## src/rtl/mx_int_block_sum_stream_if.sv

```systemverilog
// Beat/result bundle between the MX block unpacker and the block-sum stage.
// Latency: none, wires only.
// Backpressure: o_ready gates input beats, i_ready gates the result.
interface mx_int_block_sum_stream_if #(
   parameter int LANES       = 4,
   parameter int ELEM_WIDTH  = 8,
   parameter int SCALE_WIDTH = 8
);
   logic                        i_valid;
   logic                        o_ready;
   logic [SCALE_WIDTH-1:0]      i_scale;
   logic [LANES*ELEM_WIDTH-1:0] i_elements;
   logic                        o_valid;
   logic                        i_ready;
   logic [31:0]                 o_float32;
   logic                        o_overflow;

   // Block side: consumes beats and produces the float32 result.
   modport slave (
      input  i_valid, i_scale, i_elements, i_ready,
      output o_ready, o_valid, o_float32, o_overflow
   );

   // Environment side: sends beats and takes the result.
   modport master (
      output i_valid, i_scale, i_elements, i_ready,
      input  o_ready, o_valid, o_float32, o_overflow
   );
endinterface

```

## src/rtl/mx_int_block_sum_stream.sv

```systemverilog
// Sums one MX integer block exactly, streamed as BLOCK_SIZE/LANES beats, and emits it as float32.
// Latency: result registered one NORM cycle after the last beat; block period BEATS+2 cycles.
// Backpressure: beats are taken only in ACC; the result is held in OUT until i_ready.
module mx_int_block_sum_stream #(
   parameter int ELEM_WIDTH  = 8,
   parameter int BLOCK_SIZE  = 32,
   parameter int LANES       = 4,
   parameter int SCALE_WIDTH = 8
) (
   input logic                     clk,
   input logic                     rst_n,
   mx_int_block_sum_stream_if.slave bus
);
   localparam int FRAC  = ELEM_WIDTH - 2;
   localparam int BEATS = BLOCK_SIZE / LANES;
   localparam int ACC_W = ELEM_WIDTH + $clog2(BLOCK_SIZE);
   localparam int CNT_W = (BEATS > 1) ? $clog2(BEATS) : 1;

   // Sums wider than 25 bits would no longer fit a 24-bit significand exactly.
   if (ACC_W > 25) begin : g_acc_too_wide
      $error("mx_int_block_sum_stream: ACC_W must be <= 25");
   end
   if ((BLOCK_SIZE % LANES) != 0) begin : g_bad_lanes
      $error("mx_int_block_sum_stream: BLOCK_SIZE must be a multiple of LANES");
   end

   typedef enum logic [1:0] {ST_ACC, ST_NORM, ST_OUT} state_t;

   state_t                   state_q, state_d;
   logic [CNT_W-1:0]         cnt_q, cnt_d;
   logic signed [ACC_W-1:0]  acc_q, acc_d;
   logic [SCALE_WIDTH-1:0]   scale_q, scale_d;
   logic [31:0]              f32_q, f32_d;
   logic                     ovf_q, ovf_d;

   logic signed [ACC_W-1:0]  lane_sum;
   logic [ACC_W-1:0]         mag;
   logic [4:0]               msb_pos;
   logic signed [15:0]       exp_s;
   logic [22:0]              mant;
   logic                     sign;
   logic [31:0]              conv_f32;
   logic                     conv_ovf;

   // Sign-extend every lane of the current beat and add them up.
   always_comb begin
      lane_sum = '0;
      for (int k = 0; k < LANES; k++) begin
         lane_sum = lane_sum + {{(ACC_W-ELEM_WIDTH){bus.i_elements[k*ELEM_WIDTH+ELEM_WIDTH-1]}},
                                bus.i_elements[k*ELEM_WIDTH +: ELEM_WIDTH]};
      end
   end

   // Exact integer-to-float32 conversion of the accumulated sum with the shared scale.
   always_comb begin
      sign    = acc_q[ACC_W-1];
      mag     = sign ? (~acc_q + 1'b1) : acc_q;
      msb_pos = '0;
      for (int i = 0; i < ACC_W; i++) begin
         if (mag[i]) msb_pos = 5'(i);
      end
      exp_s = $signed(16'(scale_q) + 16'(msb_pos) - 16'(FRAC));
      mant  = 23'({mag, 23'b0} >> msb_pos);
      conv_ovf = 1'b0;
      if (scale_q == '1) begin
         conv_f32 = 32'h7FC0_0000;
      end else if (acc_q == '0) begin
         conv_f32 = 32'h0000_0000;
      end else if (exp_s >= 16'sd255) begin
         conv_f32 = sign ? 32'hFF80_0000 : 32'h7F80_0000;
         conv_ovf = 1'b1;
      end else if (exp_s <= 16'sd0) begin
         conv_f32 = {sign, 31'b0};
      end else begin
         conv_f32 = {sign, exp_s[7:0], mant};
      end
   end

   // Next-state and datapath updates for ACC -> NORM -> OUT -> ACC.
   always_comb begin
      state_d = state_q;
      cnt_d   = cnt_q;
      acc_d   = acc_q;
      scale_d = scale_q;
      f32_d   = f32_q;
      ovf_d   = ovf_q;
      case (state_q)
         ST_ACC: begin
            if (bus.i_valid) begin
               if (cnt_q == '0) begin
                  acc_d   = lane_sum;
                  scale_d = bus.i_scale;
               end else begin
                  acc_d = acc_q + lane_sum;
               end
               if (cnt_q == CNT_W'(BEATS-1)) begin
                  cnt_d   = '0;
                  state_d = ST_NORM;
               end else begin
                  cnt_d = cnt_q + 1'b1;
               end
            end
         end
         ST_NORM: begin
            f32_d   = conv_f32;
            ovf_d   = conv_ovf;
            state_d = ST_OUT;
         end
         ST_OUT: begin
            if (bus.i_ready) state_d = ST_ACC;
         end
         default: state_d = ST_ACC;
      endcase
   end

   // State registers; reset discards any partial block or pending result.
   always_ff @(posedge clk or negedge rst_n) begin
      if (!rst_n) begin
         state_q <= ST_ACC;
         cnt_q   <= '0;
         acc_q   <= '0;
         scale_q <= '0;
         f32_q   <= '0;
         ovf_q   <= 1'b0;
      end else begin
         state_q <= state_d;
         cnt_q   <= cnt_d;
         acc_q   <= acc_d;
         scale_q <= scale_d;
         f32_q   <= f32_d;
         ovf_q   <= ovf_d;
      end
   end

   assign bus.o_ready    = (state_q == ST_ACC);
   assign bus.o_valid    = (state_q == ST_OUT);
   assign bus.o_float32  = f32_q;
   assign bus.o_overflow = ovf_q;
endmodule

```

## src/flat_wrapper.sv

```systemverilog
// flat-port wrapper written by rule: the top's interface ports become plain ports
module mx_int_block_sum_stream_flat 
#(
   parameter int ELEM_WIDTH  = 8,
   parameter int BLOCK_SIZE  = 32,
   parameter int LANES       = 4,
   parameter int SCALE_WIDTH = 8
)
  (clk, rst_n, bus_i_valid, bus_i_scale, bus_i_elements, bus_i_ready, bus_o_ready, bus_o_valid, bus_o_float32, bus_o_overflow);
  mx_int_block_sum_stream_if #(.LANES(LANES), .ELEM_WIDTH(ELEM_WIDTH), .SCALE_WIDTH(SCALE_WIDTH)) bus_i ();
  input logic clk;
  input logic rst_n;
  input wire logic [$bits(bus_i.i_valid)-1:0] bus_i_valid;
  input wire logic [$bits(bus_i.i_scale)-1:0] bus_i_scale;
  input wire logic [$bits(bus_i.i_elements)-1:0] bus_i_elements;
  input wire logic [$bits(bus_i.i_ready)-1:0] bus_i_ready;
  output wire logic [$bits(bus_i.o_ready)-1:0] bus_o_ready;
  output wire logic [$bits(bus_i.o_valid)-1:0] bus_o_valid;
  output wire logic [$bits(bus_i.o_float32)-1:0] bus_o_float32;
  output wire logic [$bits(bus_i.o_overflow)-1:0] bus_o_overflow;
  assign bus_i.i_valid = bus_i_valid;
  assign bus_i.i_scale = bus_i_scale;
  assign bus_i.i_elements = bus_i_elements;
  assign bus_i.i_ready = bus_i_ready;
  assign bus_o_ready = bus_i.o_ready;
  assign bus_o_valid = bus_i.o_valid;
  assign bus_o_float32 = bus_i.o_float32;
  assign bus_o_overflow = bus_i.o_overflow;
  mx_int_block_sum_stream #(.ELEM_WIDTH(ELEM_WIDTH), .BLOCK_SIZE(BLOCK_SIZE), .LANES(LANES), .SCALE_WIDTH(SCALE_WIDTH)) u_core (.clk(clk), .rst_n(rst_n), .bus(bus_i));
endmodule
```

## config.mk

```make
export PLATFORM = sky130hd
export DESIGN_NAME = mx_int_block_sum_stream_flat
export DESIGN_NICKNAME = d
export VERILOG_FILES = /design/src/rtl/mx_int_block_sum_stream_if.sv /design/src/rtl/mx_int_block_sum_stream.sv /design/src/flat_wrapper.sv
export SDC_FILE = /design/constraint.sdc
export NUM_CORES = 1
export LEC_CHECK = 0
export BUFFER_PORTS_ARGS = -buffer_cell sky130_fd_sc_hd__buf_2
export CORE_MARGIN = 2
export CORE_UTILIZATION = 60
export CTS_CLUSTER_DIAMETER = 40
export DETAILED_ROUTE_END_ITERATION = 7
export PLACE_DENSITY_LB_ADDON = 0.2
export SLEW_MARGIN = 20
export SYNTH_ARGS = -nofsm -noshare
export SYNTH_HDL_FRONTEND = slang
export SYNTH_SLANG_ARGS = --single-unit
```

## constraint.sdc

```tcl
create_clock -name clk -period 8.1 [get_ports clk]
set_input_delay 0.81 -clock clk [delete_from_list [all_inputs] [get_ports clk]]
set_output_delay 0.81 -clock clk [all_outputs]
set_load 0.03 [all_outputs]
```

### Word level (Yosys, flattened, before mapping)

Index checks and enable logic that the tools add are counted.

| storage, ports and cells | value |
|---|---|
| bits in registers | 59 |
| input port bits | 44 |
| output and inout bits | 35 |
| logic and storage cells | 58 |

| operators by class | value |
|---|---|
| add/subtract/negate cells | 8 |
| $lt $le $gt $ge | 2 |
| eq/ne operators | 7 |
| shifts and indexed selects | 1 |
| multiplexer cells | 27 |
| bitwise gates (word level) | 1 |
| reductions and logical operators | 6 |

Operators with widths:

| operator | number |
|---|---|
| $mux W32 | 4 |
| $add A13 B13 Y13 | 3 |
| $shr A36 B4 Y23 | 1 |
| $mux W31 | 1 |
| $mux W13 | 2 |
| $mux W4 | 5 |
| $ge A16 B9 Y1 const B | 1 |
| $le A16 B1 Y1 const B | 1 |
| $sub A16 B3 Y16 const B | 1 |
| $mux W3 | 5 |
| $add A13 B1 Y13 const B | 1 |
| $logic_not A13 Y1 | 1 |
| $not A13 Y13 | 1 |
| $mux W2 | 5 |
| $add A8 B4 Y9 | 1 |
| $add A8 B8 Y9 | 1 |
| $eq A8 B8 Y1 const B | 1 |
| $pmux W2 S3 | 1 |
| $reduce_and A3 Y1 | 2 |
| $mux W1 | 4 |
| $ne A2 B2 Y1 const B | 2 |
| $add A3 B1 Y3 const B | 1 |
| $eq A3 B3 Y1 const B | 1 |
| $logic_not A3 Y1 | 1 |
| other kinds (5) | 5 |

### Longest topological paths before layout

| depth | value |
|---|---|
| depth in word-level cells | 22 |
| gate-level depth with buffers | 26 |
| gate-level depth less buffers | 26 |

### Worst setup path before layout

OpenSTA, ideal clock, no wires.

| timing | value |
|---|---|
| path type | flip-flop to flip-flop |
| start point | reg u_core.acc_q[0] |
| end point | reg u_core.f32_q[17] (netlist: u_core.bus.o_float32[17]) |
| library setup time | 96 ps |
| arrival | 5,403 ps |
| required time | 8,004 ps |
| path slack | 2,602 ps |
| cell stages (with the launch flop) | 24 |
| path buffers | 3 |
| clock period less this slack | 5,498 ps |
| cells stage by stage | dfrtp_1 clkbuf_1 inv_1 ha_1 or4b_1 buf_2 o41ai_4 xor2_1 nor2_1 a211oi_4 buf_6 ha_1 inv_1 fa_1 nand2b_1 a21oi_1 xor2_1 xor2_1 a311oi_1 a21boi_1 o2111a_1 nor4b_4 nand2_1 o31ai_1 |

| between the ends | value |
|---|---|
| word-level cells in the longest chain between the ends | 22 |
| elaborated cells between the ends (all ways) | 25 |
| classes of those cells | add/sub (3); order compare (2); shift (1); mux (17); bitwise (1); reduce/logical (1) |

RTL lines:

| item | RTL line | RTL |
|---|---|---|
| start, declared | mx_int_block_sum_stream.sv:31 | `logic signed [ACC_W-1:0] acc_q, acc_d;` |
| start signal, assigned | mx_int_block_sum_stream.sv:121 | `acc_q <= '0;` |
| start signal, assigned | mx_int_block_sum_stream.sv:128 | `acc_q <= acc_d;` |
| $not A13 Y13 | mx_int_block_sum_stream.sv:57 | `mag = sign ? (~acc_q + 1'b1) : acc_q;` |
| $add A13 B1 Y13 | mx_int_block_sum_stream.sv:57 |  |
| $mux W13 | mx_int_block_sum_stream.sv:57 |  |
| $mux W1 | mx_int_block_sum_stream.sv:60 | `if (mag[i]) msb_pos = 5'(i);` |
| $mux W2 (2 in a row) | mx_int_block_sum_stream.sv:60 |  |
| $mux W3 (4 in a row) | mx_int_block_sum_stream.sv:60 |  |
| $mux W4 (5 in a row) | mx_int_block_sum_stream.sv:60 |  |
| $add A8 B4 Y9 | mx_int_block_sum_stream.sv:62 | `exp_s = $signed(16'(scale_q) + 16'(msb_pos) - 16'(FRAC));` |
| $sub A16 B3 Y16 | mx_int_block_sum_stream.sv:62 |  |
| $le A16 B1 Y1 | mx_int_block_sum_stream.sv:72 | `end else if (exp_s <= 16'sd0) begin` |
| $mux W31 | mx_int_block_sum_stream.sv:72 |  |
| $mux W32 | mx_int_block_sum_stream.sv:69 | `end else if (exp_s >= 16'sd255) begin` |
| $mux W32 * | mx_int_block_sum_stream.sv:67 | `end else if (acc_q == '0) begin` |
| $mux W32 * | mx_int_block_sum_stream.sv:65 | `if (scale_q == '1) begin` |
| end signal, assigned | mx_int_block_sum_stream.sv:123 | `f32_q <= '0;` |
| end signal, assigned | mx_int_block_sum_stream.sv:130 | `f32_q <= f32_d;` |
| end, declared | mx_int_block_sum_stream.sv:33 | `logic [31:0] f32_q, f32_d;` |

Mark *: on every way between the ends. The rest lies on a longest branch, timed or not.
A chain may end at the register's enable or synchronous reset.

### Worst setup path after layout

Same ends and word-level chain as after synthesis.

==> flow_summary.yaml <==
cts:
  clock_sinks: 51
  root_buffer: "clkbuf_8"
  htreeDepth: 2
  clock_latency_ps: 310
  cts_inserted_buffers: 5
  path_clk_slew_ps: 90
  ctsHoldBuffers: 0
  cts_setup_buffers: 0
  cts_tree: "built"
  cts_resized: 0
  cts_buffer_depth: 2
yosys:
  synth_edf_count: 0
  synth_top_area_share_pct: 24.6
  ys_seq_area_share_pct: 24.6
  synth-seq-cells: 51
  ys_top_cells_by_area: "dfrtp_1 25%, ha_1 9.2%, fa_1 5.0%"
  async_reset_ff_share_pct: 100
  syn_avg_cell_area_um2: 8.54
  yosysWarnings: 0
  postSynthCellCount: 607
  synth_top_flop_cell: "dfrtp_1"
  synth_cell_types: 72
  syn-cell-area_um2: 5180
  synth.largest_area_cell: "dfrtp_1"
drt:
  viasPerCell: 5.86
  ant_nets: 0
  drc: 0
  wl_per_cell_um: 14.2
  drt_iter0_markers: 249
  drt_pass1_iterations: 5
  vias: 4465
  routed_wl_um: 10800
setup_path:
  required_ps: 8310
  worst_setup_path_start_kind: "flip-flop"
  crit_path_end_kind: "flip-flop"
  critical_path_class: "reg2reg"
  cp_data_arrival_time_ps: 6730
  path_max_fanout: 13
global_routing:
  grt_util_all_layers_pct: 23.0
  globalRoute.totalOverflow: 0
  grt_pass1_vias: 4205
  grt_pass1_wl_um: 18600
  grt_max_degree: 52
  antenna_found_initial: 0
layout:
  n_fill_cell: 680
  final_nets: 751
  syn_to_final_growth_pct: 8.43
  final_core_util_pct: 67.7
  insertedDiodeCount: 0
  layout_common_cells: "70 x buf_2, 55 x inv_1, 51 x dfrtp_1, 47 x nand2_1, 41 x nor2_1"
  layout-drive-gt1-share_pct: 17.2
  mostFrequentLayoutCell: "buf_2"
placement:
  gp_congestion: 0.978
  hpwlAfterDp_um: 8610
  portBuffers: 70
  dpl_worst_slack_ps: 1710
floorplanning:
  core-area_um2: 8300
  fp.dieArea_um2: 9400
  start_util_pct: 62.4
  io_pins: 79
  fp.dieH_um: 96.9
  die_x_um: 96.9
  rows: 33
sta:
  min_period_ps: 6530
  fmax_ghz: 0.153
  rsz0062_at_grt: "no"
  max_slew.worst_pin.slew_ps: 985
  hold_violations: 0
  fin_setup_tns_ps: 0
  slew-limit-headroom_pct: 34.3
  maxSlewViolCount: 0
  setup_violations: 0
  setup_ws_ps: 1570
  fin_skew_ps: 10.8
  final.period_utilization_pct: 80.6
status:
  status: "finished clean"
flow_run:
  cap_violations: 0
hold_path:
  worst_hold_path_type: "reg2reg"
## layout make-up
type / instances / area, um^2 / area share (%)
timing repair buffer: 71 / 358 / 6.37
sequential: 51 / 1280 / 22.7
clock inverter: 2 / 35.0 / 0.623
tap: 105 / 131 / 2.34
clock buffer: 6 / 82.6 / 1.47
multi-input combinational: 470 / 3520 / 62.7
inverter: 57 / 214 / 3.81
## logic make-up (layout without fill, tap and decap cells)
family	count (synthesis)	in the layout	share of synthesized area, %
and+or+nand+nor	175	175	17.5
xor gates and xnor gates	46	46	7.77
other	1	8	0.0724
AOI/OAI and AO/OA	159	159	21.6
DFF	51	51	24.6
muxes	31	31	6.33
buffers and inverters	93	136	7.97
adders and majority gates	51	51	14.2
## path summary, 6_finish.rpt
path | from | end | slack, ps | depth (start not counted)
max in group asynchronous | rst_n | u_core.state_q[1] | 7070 | 2
min in group asynchronous | rst_n | u_core.acc_q[6] | 610 | 2
hold reg to reg | u_core.bus.o_float32[9] | u_core.bus.o_float32[9] | 490 | 1
setup reg to reg | u_core.acc_q[0] | u_core.bus.o_float32[17] | 1570 | 20
hold / removal | u_core.bus.o_float32[9] | u_core.bus.o_float32[9] | 490 | 1
setup / recovery | u_core.acc_q[0] | u_core.bus.o_float32[17] | 1570 | 20
## per-layer routing
metal / wire length (um) / global-route usage, % / vias to the layer above
li1: - / - / 2230
met1: 4760 / 28.2 / 2090
met2: 5430 / 42.6 / 129
met3: 427 / 2.46 / 16
met4: 199 / 6.39 / 0
met5: 0 / 0 / -
## per-stage QoR
stage / std cells / area, um^2 / hold WS, ps
after global placement: 754 / 5500 / 463
final: 762 / 5620 / 491
after floorplan: 614 / 5210 / 475
after detailed placement: 754 / 5500 / 465
after CTS: 762 / 5620 / 493
after global routing: 762 / 5620 / 515
## registers in the layout, indices dropped and copies added, names as in the netlist
name                   flops
u_core.cnt_q               3
u_core.acc_q              13
u_core.bus.o_float32      24
u_core.bus.o_overflow      1
u_core.scale_q             8
u_core.state_q             2
## synthesized netlist by cell type (all sizes together), types with 10 or more instances
| cell type | instances |
|---|---|
| dfrtp | 51 |
| nand2 | 47 |
| inv | 57 |
| a21o | 13 |
| mux2 | 14 |
| xor2 | 17 |
| o21ai | 35 |
| a21oi | 38 |
| o21bai | 10 |
| mux2i | 17 |
| clkbuf | 20 |
| buf | 16 |
| fa | 13 |
| a211oi | 12 |
| ha | 38 |
| xnor2 | 29 |
| nand3 | 10 |
| nor2 | 41 |
## critical path, cell delays in order (launching register included)
cell and delay (ps):
dfrtp_1 500, inv_1 120, ha_1 270, or4b_1 660, o41ai_4 440, xor2_1 240, nor2_1 110, a211oi_4 580
ha_1 310, inv_1 70, fa_1 410, nand2b_1 210, a21oi_1 320, xor2_1 420, xor2_1 230, a311oi_1 90
a21boi_1 170, o2111a_1 270, nor4b_4 440, nand2_1 260, o31ai_1 300
Power is left out: the tool's default activity adds up to more than one toggle a clock period on the data nets, which glitch-free logic cannot reach.
